$ cat config.mk
export PLATFORM = sky130hd
export DESIGN_NAME = fb_line_fetch_flat
export DESIGN_NICKNAME = d
export VERILOG_FILES = /design/src/rtl/fb_line_fetch_if.sv /design/src/rtl/fb_line_fetch.sv /design/src/flat_wrapper.sv
export SDC_FILE = /design/constraint.sdc
export NUM_CORES = 1
export LEC_CHECK = 0
export ABC_AREA = 1
export BUFFER_PORTS_ARGS = -buffer_cell sky130_fd_sc_hd__buf_2
export CORE_MARGIN = 8
export CORE_UTILIZATION = 26
export DETAILED_ROUTE_END_ITERATION = 6
export GPL_TIMING_DRIVEN = 0
export HOLD_SLACK_MARGIN = 0.03
export MAX_ROUTING_LAYER = met4
export PLACE_DENSITY = 0.56
export SYNTH_ARGS = -nofsm -noshare
export SYNTH_HDL_FRONTEND = slang
export SYNTH_SLANG_ARGS = --single-unit
$ cat constraint.sdc
create_clock -name m00_axi_aclk -period 4.8 [get_ports m00_axi_aclk]
set_input_delay 0.24 -clock m00_axi_aclk [delete_from_list [all_inputs] [get_ports m00_axi_aclk]]
set_output_delay 0.24 -clock m00_axi_aclk [all_outputs]
set_load 0.02 [all_outputs]
$ cat src/rtl/fb_line_fetch_if.sv
// fb_line_fetch_if: AXI4 read address/data channels between the line fetcher and memory
interface fb_line_fetch_if #(
  parameter int ID_WIDTH = 1,
  parameter int ADDR_WIDTH = 32,
  parameter int DATA_WIDTH = 64
);
  logic [ID_WIDTH-1:0] arid;
  logic [ADDR_WIDTH-1:0] araddr;
  logic [7:0] arlen;
  logic [2:0] arsize;
  logic [1:0] arburst;
  logic arlock;
  logic [3:0] arcache;
  logic [2:0] arprot;
  logic [3:0] arqos;
  logic arvalid;
  logic arready;
  logic [DATA_WIDTH-1:0] rdata;
  logic [1:0] rresp;
  logic rlast;
  logic rvalid;
  logic rready;
  modport master (
    output arid, araddr, arlen, arsize, arburst, arlock, arcache, arprot, arqos, arvalid, rready,
    input arready, rdata, rresp, rlast, rvalid
  );
  modport slave (
    input arid, araddr, arlen, arsize, arburst, arlock, arcache, arprot, arqos, arvalid, rready,
    output arready, rdata, rresp, rlast, rvalid
  );
endinterface

$ cat src/rtl/fb_line_fetch.sv
// fb_line_fetch: AXI4 read-burst engine fetching one framebuffer line into the scan-out line buffer
module fb_line_fetch #(
  parameter logic [31:0] C_M00_AXI_TARGET_SLAVE_BASE_ADDR = 32'h8100_0000,
  parameter int C_M00_AXI_BURST_LEN = 64,
  parameter int C_M00_AXI_ID_WIDTH = 1,
  parameter int C_M00_AXI_ADDR_WIDTH = 32,
  parameter int C_M00_AXI_DATA_WIDTH = 64,
  parameter int H_PIXELS = 640,
  parameter int V_LINES = 480
) (
  input  logic m00_axi_aclk,
  input  logic m00_axi_areset,
  input  logic init_read_line,
  input  logic [8:0] line_idx,
  input  logic fb_sel,
  output logic busy,
  output logic line_done,
  output logic error,
  output logic buf_we,
  output logic [8:0] buf_waddr,
  output logic [C_M00_AXI_DATA_WIDTH-1:0] buf_wdata,
  fb_line_fetch_if.master m00_axi
);
  localparam logic [1:0] IDLE = 2'd0, ADDR = 2'd1, DATA = 2'd2, DONE = 2'd3;
  localparam int BW = $clog2(C_M00_AXI_BURST_LEN);
  localparam int NB = H_PIXELS * 32 / C_M00_AXI_DATA_WIDTH / C_M00_AXI_BURST_LEN;
  localparam int BURST_BYTES = C_M00_AXI_BURST_LEN * C_M00_AXI_DATA_WIDTH / 8;
  localparam int LINE_BYTES = H_PIXELS * 4;
  localparam int FB_BYTES = LINE_BYTES * V_LINES;
  logic [1:0] state;
  logic [C_M00_AXI_ADDR_WIDTH-1:0] line_base;
  logic [2:0] burst_idx;
  logic [BW-1:0] beat;
  logic r_hs, last_beat, burst_end, final_burst;
  assign r_hs = m00_axi.rvalid && m00_axi.rready;
  assign last_beat = beat == BW'(C_M00_AXI_BURST_LEN - 1);
  // a burst closes on whichever comes first: the slave's rlast or our own beat count
  assign burst_end = r_hs && (m00_axi.rlast || last_beat);
  assign final_burst = burst_idx == 3'(NB - 1);
  assign busy = state != IDLE;
  assign line_done = state == DONE;
  assign m00_axi.arvalid = state == ADDR;
  assign m00_axi.rready = state == DATA;
  assign m00_axi.araddr = line_base + C_M00_AXI_ADDR_WIDTH'(burst_idx * BURST_BYTES);
  assign m00_axi.arid = C_M00_AXI_ID_WIDTH'(0);
  assign m00_axi.arlen = 8'(C_M00_AXI_BURST_LEN - 1);
  assign m00_axi.arsize = 3'b011;
  assign m00_axi.arburst = 2'b01;
  assign m00_axi.arlock = 1'b0;
  assign m00_axi.arcache = 4'b0011;
  assign m00_axi.arprot = 3'b000;
  assign m00_axi.arqos = 4'b0000;
  always_ff @(posedge m00_axi_aclk) begin
    if (m00_axi_areset) begin
      state <= IDLE;
      line_base <= '0;
      burst_idx <= '0;
      beat <= '0;
      error <= 1'b0;
      buf_we <= 1'b0;
      buf_waddr <= '0;
      buf_wdata <= '0;
    end else begin
      buf_we <= r_hs;
      if (r_hs) begin
        buf_waddr <= 9'(burst_idx * C_M00_AXI_BURST_LEN) + 9'(beat);
        buf_wdata <= m00_axi.rdata;
        beat <= burst_end ? '0 : beat + 1'b1;
        // rlast must coincide exactly with the final beat; any other pairing is a protocol error
        error <= error | (m00_axi.rresp != 2'b00) | (m00_axi.rlast != last_beat);
      end
      if (state == IDLE && init_read_line) begin
        state <= ADDR;
        line_base <= C_M00_AXI_ADDR_WIDTH'(C_M00_AXI_TARGET_SLAVE_BASE_ADDR
                     + (fb_sel ? 32'(FB_BYTES) : 32'd0) + 32'(line_idx) * 32'(LINE_BYTES));
        burst_idx <= '0;
        beat <= '0;
        error <= 1'b0;
      end
      if (state == ADDR && m00_axi.arready) state <= DATA;
      if (burst_end) begin
        state <= final_burst ? DONE : ADDR;
        burst_idx <= final_burst ? burst_idx : burst_idx + 1'b1;
      end
      if (state == DONE) state <= IDLE;
    end
  end
endmodule

$ cat src/flat_wrapper.sv
// flat-port wrapper written by rule: the top's interface ports become plain ports
module fb_line_fetch_flat 
#(
  parameter logic [31:0] C_M00_AXI_TARGET_SLAVE_BASE_ADDR = 32'h8100_0000,
  parameter int C_M00_AXI_BURST_LEN = 64,
  parameter int C_M00_AXI_ID_WIDTH = 1,
  parameter int C_M00_AXI_ADDR_WIDTH = 32,
  parameter int C_M00_AXI_DATA_WIDTH = 64,
  parameter int H_PIXELS = 640,
  parameter int V_LINES = 480
)
  (m00_axi_aclk, m00_axi_areset, init_read_line, line_idx, fb_sel, busy, line_done, error, buf_we, buf_waddr, buf_wdata, m00_axi_arid, m00_axi_araddr, m00_axi_arlen, m00_axi_arsize, m00_axi_arburst, m00_axi_arlock, m00_axi_arcache, m00_axi_arprot, m00_axi_arqos, m00_axi_arvalid, m00_axi_rready, m00_axi_arready, m00_axi_rdata, m00_axi_rresp, m00_axi_rlast, m00_axi_rvalid);
  fb_line_fetch_if m00_axi_i ();
  input  logic m00_axi_aclk;
  input  logic m00_axi_areset;
  input  logic init_read_line;
  input  logic [8:0] line_idx;
  input  logic fb_sel;
  output logic busy;
  output logic line_done;
  output logic error;
  output logic buf_we;
  output logic [8:0] buf_waddr;
  output logic [C_M00_AXI_DATA_WIDTH-1:0] buf_wdata;
  output wire logic [$bits(m00_axi_i.arid)-1:0] m00_axi_arid;
  output wire logic [$bits(m00_axi_i.araddr)-1:0] m00_axi_araddr;
  output wire logic [$bits(m00_axi_i.arlen)-1:0] m00_axi_arlen;
  output wire logic [$bits(m00_axi_i.arsize)-1:0] m00_axi_arsize;
  output wire logic [$bits(m00_axi_i.arburst)-1:0] m00_axi_arburst;
  output wire logic [$bits(m00_axi_i.arlock)-1:0] m00_axi_arlock;
  output wire logic [$bits(m00_axi_i.arcache)-1:0] m00_axi_arcache;
  output wire logic [$bits(m00_axi_i.arprot)-1:0] m00_axi_arprot;
  output wire logic [$bits(m00_axi_i.arqos)-1:0] m00_axi_arqos;
  output wire logic [$bits(m00_axi_i.arvalid)-1:0] m00_axi_arvalid;
  output wire logic [$bits(m00_axi_i.rready)-1:0] m00_axi_rready;
  input wire logic [$bits(m00_axi_i.arready)-1:0] m00_axi_arready;
  input wire logic [$bits(m00_axi_i.rdata)-1:0] m00_axi_rdata;
  input wire logic [$bits(m00_axi_i.rresp)-1:0] m00_axi_rresp;
  input wire logic [$bits(m00_axi_i.rlast)-1:0] m00_axi_rlast;
  input wire logic [$bits(m00_axi_i.rvalid)-1:0] m00_axi_rvalid;
  assign m00_axi_arid = m00_axi_i.arid;
  assign m00_axi_araddr = m00_axi_i.araddr;
  assign m00_axi_arlen = m00_axi_i.arlen;
  assign m00_axi_arsize = m00_axi_i.arsize;
  assign m00_axi_arburst = m00_axi_i.arburst;
  assign m00_axi_arlock = m00_axi_i.arlock;
  assign m00_axi_arcache = m00_axi_i.arcache;
  assign m00_axi_arprot = m00_axi_i.arprot;
  assign m00_axi_arqos = m00_axi_i.arqos;
  assign m00_axi_arvalid = m00_axi_i.arvalid;
  assign m00_axi_rready = m00_axi_i.rready;
  assign m00_axi_i.arready = m00_axi_arready;
  assign m00_axi_i.rdata = m00_axi_rdata;
  assign m00_axi_i.rresp = m00_axi_rresp;
  assign m00_axi_i.rlast = m00_axi_rlast;
  assign m00_axi_i.rvalid = m00_axi_rvalid;
  fb_line_fetch #(.C_M00_AXI_TARGET_SLAVE_BASE_ADDR(C_M00_AXI_TARGET_SLAVE_BASE_ADDR), .C_M00_AXI_BURST_LEN(C_M00_AXI_BURST_LEN), .C_M00_AXI_ID_WIDTH(C_M00_AXI_ID_WIDTH), .C_M00_AXI_ADDR_WIDTH(C_M00_AXI_ADDR_WIDTH), .C_M00_AXI_DATA_WIDTH(C_M00_AXI_DATA_WIDTH), .H_PIXELS(H_PIXELS), .V_LINES(V_LINES)) u_core (.m00_axi_aclk(m00_axi_aclk), .m00_axi_areset(m00_axi_areset), .init_read_line(init_read_line), .line_idx(line_idx), .fb_sel(fb_sel), .busy(busy), .line_done(line_done), .error(error), .buf_we(buf_we), .buf_waddr(buf_waddr), .buf_wdata(buf_wdata), .m00_axi(m00_axi_i));
endmodule
==> flow_metrics.env <==
export IMPL_status="completed"
export IMPL_num_vias=4475
export IMPL_rsz0062_at_grt="no"
export IMPL_drt_pass1_iter_count=4
export IMPL_numCtsBuffers=9
export IMPL_hold_class="input port to register"
export IMPL_yosysUniqueCellTypes=38
export IMPL_gp_congestion=0.756
export IMPL_dp_hpwl_um=11700
export IMPL_num_rows=50
export IMPL_final_common_cell="nand2_1"
export IMPL_setup_tns_final_ns=0
export IMPL_required_ns=4.56
export IMPL_arrival_ns=2.55
export IMPL_synthSimpleGateAreaFrac_pct=22.0
export IMPL_critPathCaptureType="primary output"
export IMPL_dpl_instance_area_um2=6140
export IMPL_finalHoldViolCount=0
export IMPL_antenna_cells=0
export IMPL_start_util_pct=26.1
export IMPL_synthAdderAreaFrac_pct=7.73
export IMPL_fmax_mhz=358
export IMPL_synth_avg_cell_area_um2=7.68
export IMPL_vdd_ir_drop_max_v=0.000146
export IMPL_drive_gt1_share_pct=31.3
export IMPL_portBuffers=175
export IMPL_dpl_cell_count=1077
export IMPL_grt_pass1_wl_um=23300
export IMPL_postLayoutCellArea_um2=6450
export IMPL_yosys_mux_area_fraction_pct=0
export IMPL_fin_ws_ns=2.01
export IMPL_grt_max_degree=19
export IMPL_viasPerCell=4.09
export IMPL_fin_cells=1093
export IMPL_layout_common_cells="191 x nand2_1, 184 x buf_2, 100 x dfxtp_1, 88 x a21oi_1, 49 x buf_4"
export IMPL_ctsHtreeMaxLevel=3
export IMPL_crit_path_max_fanout=5
export IMPL_cts_num_sinks=100
export IMPL_relSlewSlack_pct=55.1
export IMPL_gr_total_overflow=0
export IMPL_die_x_um=152
export IMPL_wirelength_um=14800
export IMPL_ys_flop_type="dfxtp_1"
export IMPL_die_y_um=152
export IMPL_ys_ff_latch=100
export IMPL_cts_hold_buffers=0
export IMPL_antenna_found_initial=0
export IMPL_setup_violations_final=0
export IMPL_synth_compound_area_share_pct=12.7
export IMPL_synth_area_um2=4820
export IMPL_finalNetCount=964
export IMPL_synthCells=628
export IMPL_grtUsageTotal_pct=12.9
export IMPL_clkLatencyLatePin_ns=0.35
export IMPL_crit_type="register to primary output"
export IMPL_p_leak_nw=3.18
export IMPL_finalClockSkew_ns=0.0141
export IMPL_synth_top_family_by_area="simple AND/OR/NAND/NOR gates"
export IMPL_drtAntennaViolNets=0
export IMPL_dieArea_um2=23200
export IMPL_clockRootBuffer="clkbuf_16"
export IMPL_pin_count=219
export IMPL_yosys_warnings=0
export IMPL_fin_crit_sh_pct=58.1
export IMPL_tightest_slew_ns=0.673
export IMPL_clk_path_buf_depth=2
export IMPL_cts_resized=0
export IMPL_synth_seq_area_share_pct=41.5
export IMPL_drt_iter0_drc=166
export IMPL_powerDensity_nw_per_um2=319
export IMPL_drv_slew=0
export IMPL_max_cap_violations=0
export IMPL_synth_edf_count=0
export IMPL_tritoncts="built"
export IMPL_worst_setup_path_start_kind="register"
export IMPL_wl_per_cell_um=13.5
export IMPL_grt_pass1_vias=4299
export IMPL_drc=0
export IMPL_clk_pin_slew_ns=0.08
export IMPL_core_area_um2=18500
export IMPL_cts_setup_buffers=0
export IMPL_power_mw=2.06
export IMPL_async_flop_share_pct=0
export IMPL_syn_to_final_growth_pct=33.8
export IMPL_place_ws_ns=2.09
export IMPL_finalCriticalPeriod_ns=2.79
export IMPL_synth_xor_area_share_pct=2.73
==> registers in the layout, indices dropped and copies added, names as in the netlist <==
| name | count |
|---|---|
| u_core.error | 1 |
| u_core.beat | 6 |
| u_core.buf_we | 1 |
| u_core.burst_idx | 3 |
| u_core.state | 2 |
| u_core.buf_wdata | 64 |
| u_core.line_base | 14 |
| u_core.buf_waddr | 9 |
==> layer usage <==
layer	GRT usage, %	share of wire, %	up-vias
li1	-	-	2384
met1	15.2	45	1953
met2	20.8	47	120
met3	3.15	5.1	18
met4	5.05	2.1	0
met5	-	0	-
==> metrics by stage <==
stage	hold slack, ns	utilization [%]
final	0.126	34.9
after global placement	0.447	33.3
after CTS	0.104	34.9
after floorplan	0.353	-
after global routing	0.116	34.9
after detailed placement	0.452	33.3
==> logic make-up after synthesis <==
family	Yosys count
xor+xnor	15
simple gates	250
fa+ha+maj	28
flops	100
other cells	2
buf+inv	117
compound gates	116
==> worst paths after layout <==
| kind | endpoint | cells after the start | from | slack (ns) |
|---|---|---|---|---|
| max reg2reg | u_core.burst_idx[2] | 12 | u_core.beat[1] | 2.92 |
| max | m00_axi_araddr[21] | 10 | u_core.burst_idx[0] | 2.01 |
| min | u_core.buf_wdata[9] | 3 | m00_axi_rdata[9] | 0.13 |
| min reg2reg | u_core.buf_waddr[0] | 2 | u_core.buf_waddr[0] | 0.46 |
==> worst max-delay path, stage by stage (launching register included) <==
cell and delay (ns):
dfxtp_1 0.42, ha_1 0.20, inv_1 0.06, fa_1 0.42, o21ai_2 0.22, nand3_2 0.15, nor3_4 0.19, nand2_2 0.09
nor3_2 0.13, xor2_1 0.15, buf_2 0.18
==> power breakdown <==
part | internal, mW | switching (mW) | total, mW
Clock | 0.412 | 0.347 | 0.759
Combinational | 0.153 | 0.254 | 0.408
Sequential | 0.864 | 0.0255 | 0.889
Total | 1.43 | 0.627 | 2.06
==> synth_stat cells (4+ instances only) <==
master	instances	share of area (%)
nand4_1	4	0.52
nand2_1	191	15
nand2_2	4	0.52
nor2_1	16	1.2
a22o_1	4	0.73
inv_2	4	0.31
buf_2	9	0.93
dfxtp_1	100	42
xnor2_1	4	0.73
inv_1	43	3.3
ha_1	25	6.5
a21oi_1	88	9.1
buf_4	49	7.6
clkbuf_1	10	0.78
xor2_1	11	2.0
nand3_1	17	1.8
o21ai_0	15	1.6
==> cell type report <==
type / count / area [µm²]
Fill cell: 2015 / 12000
Multi-Input combinational cell: 451 / 2330
Sequential cell: 100 / 2000
Timing Repair Buffer: 175 / 876
Buffer: 70 / 458
Tap cell: 234 / 293
Clock buffer: 9 / 225
Inverter: 47 / 176
Clock inverter: 7 / 83.8
Power figures use the tool's default switching activity.
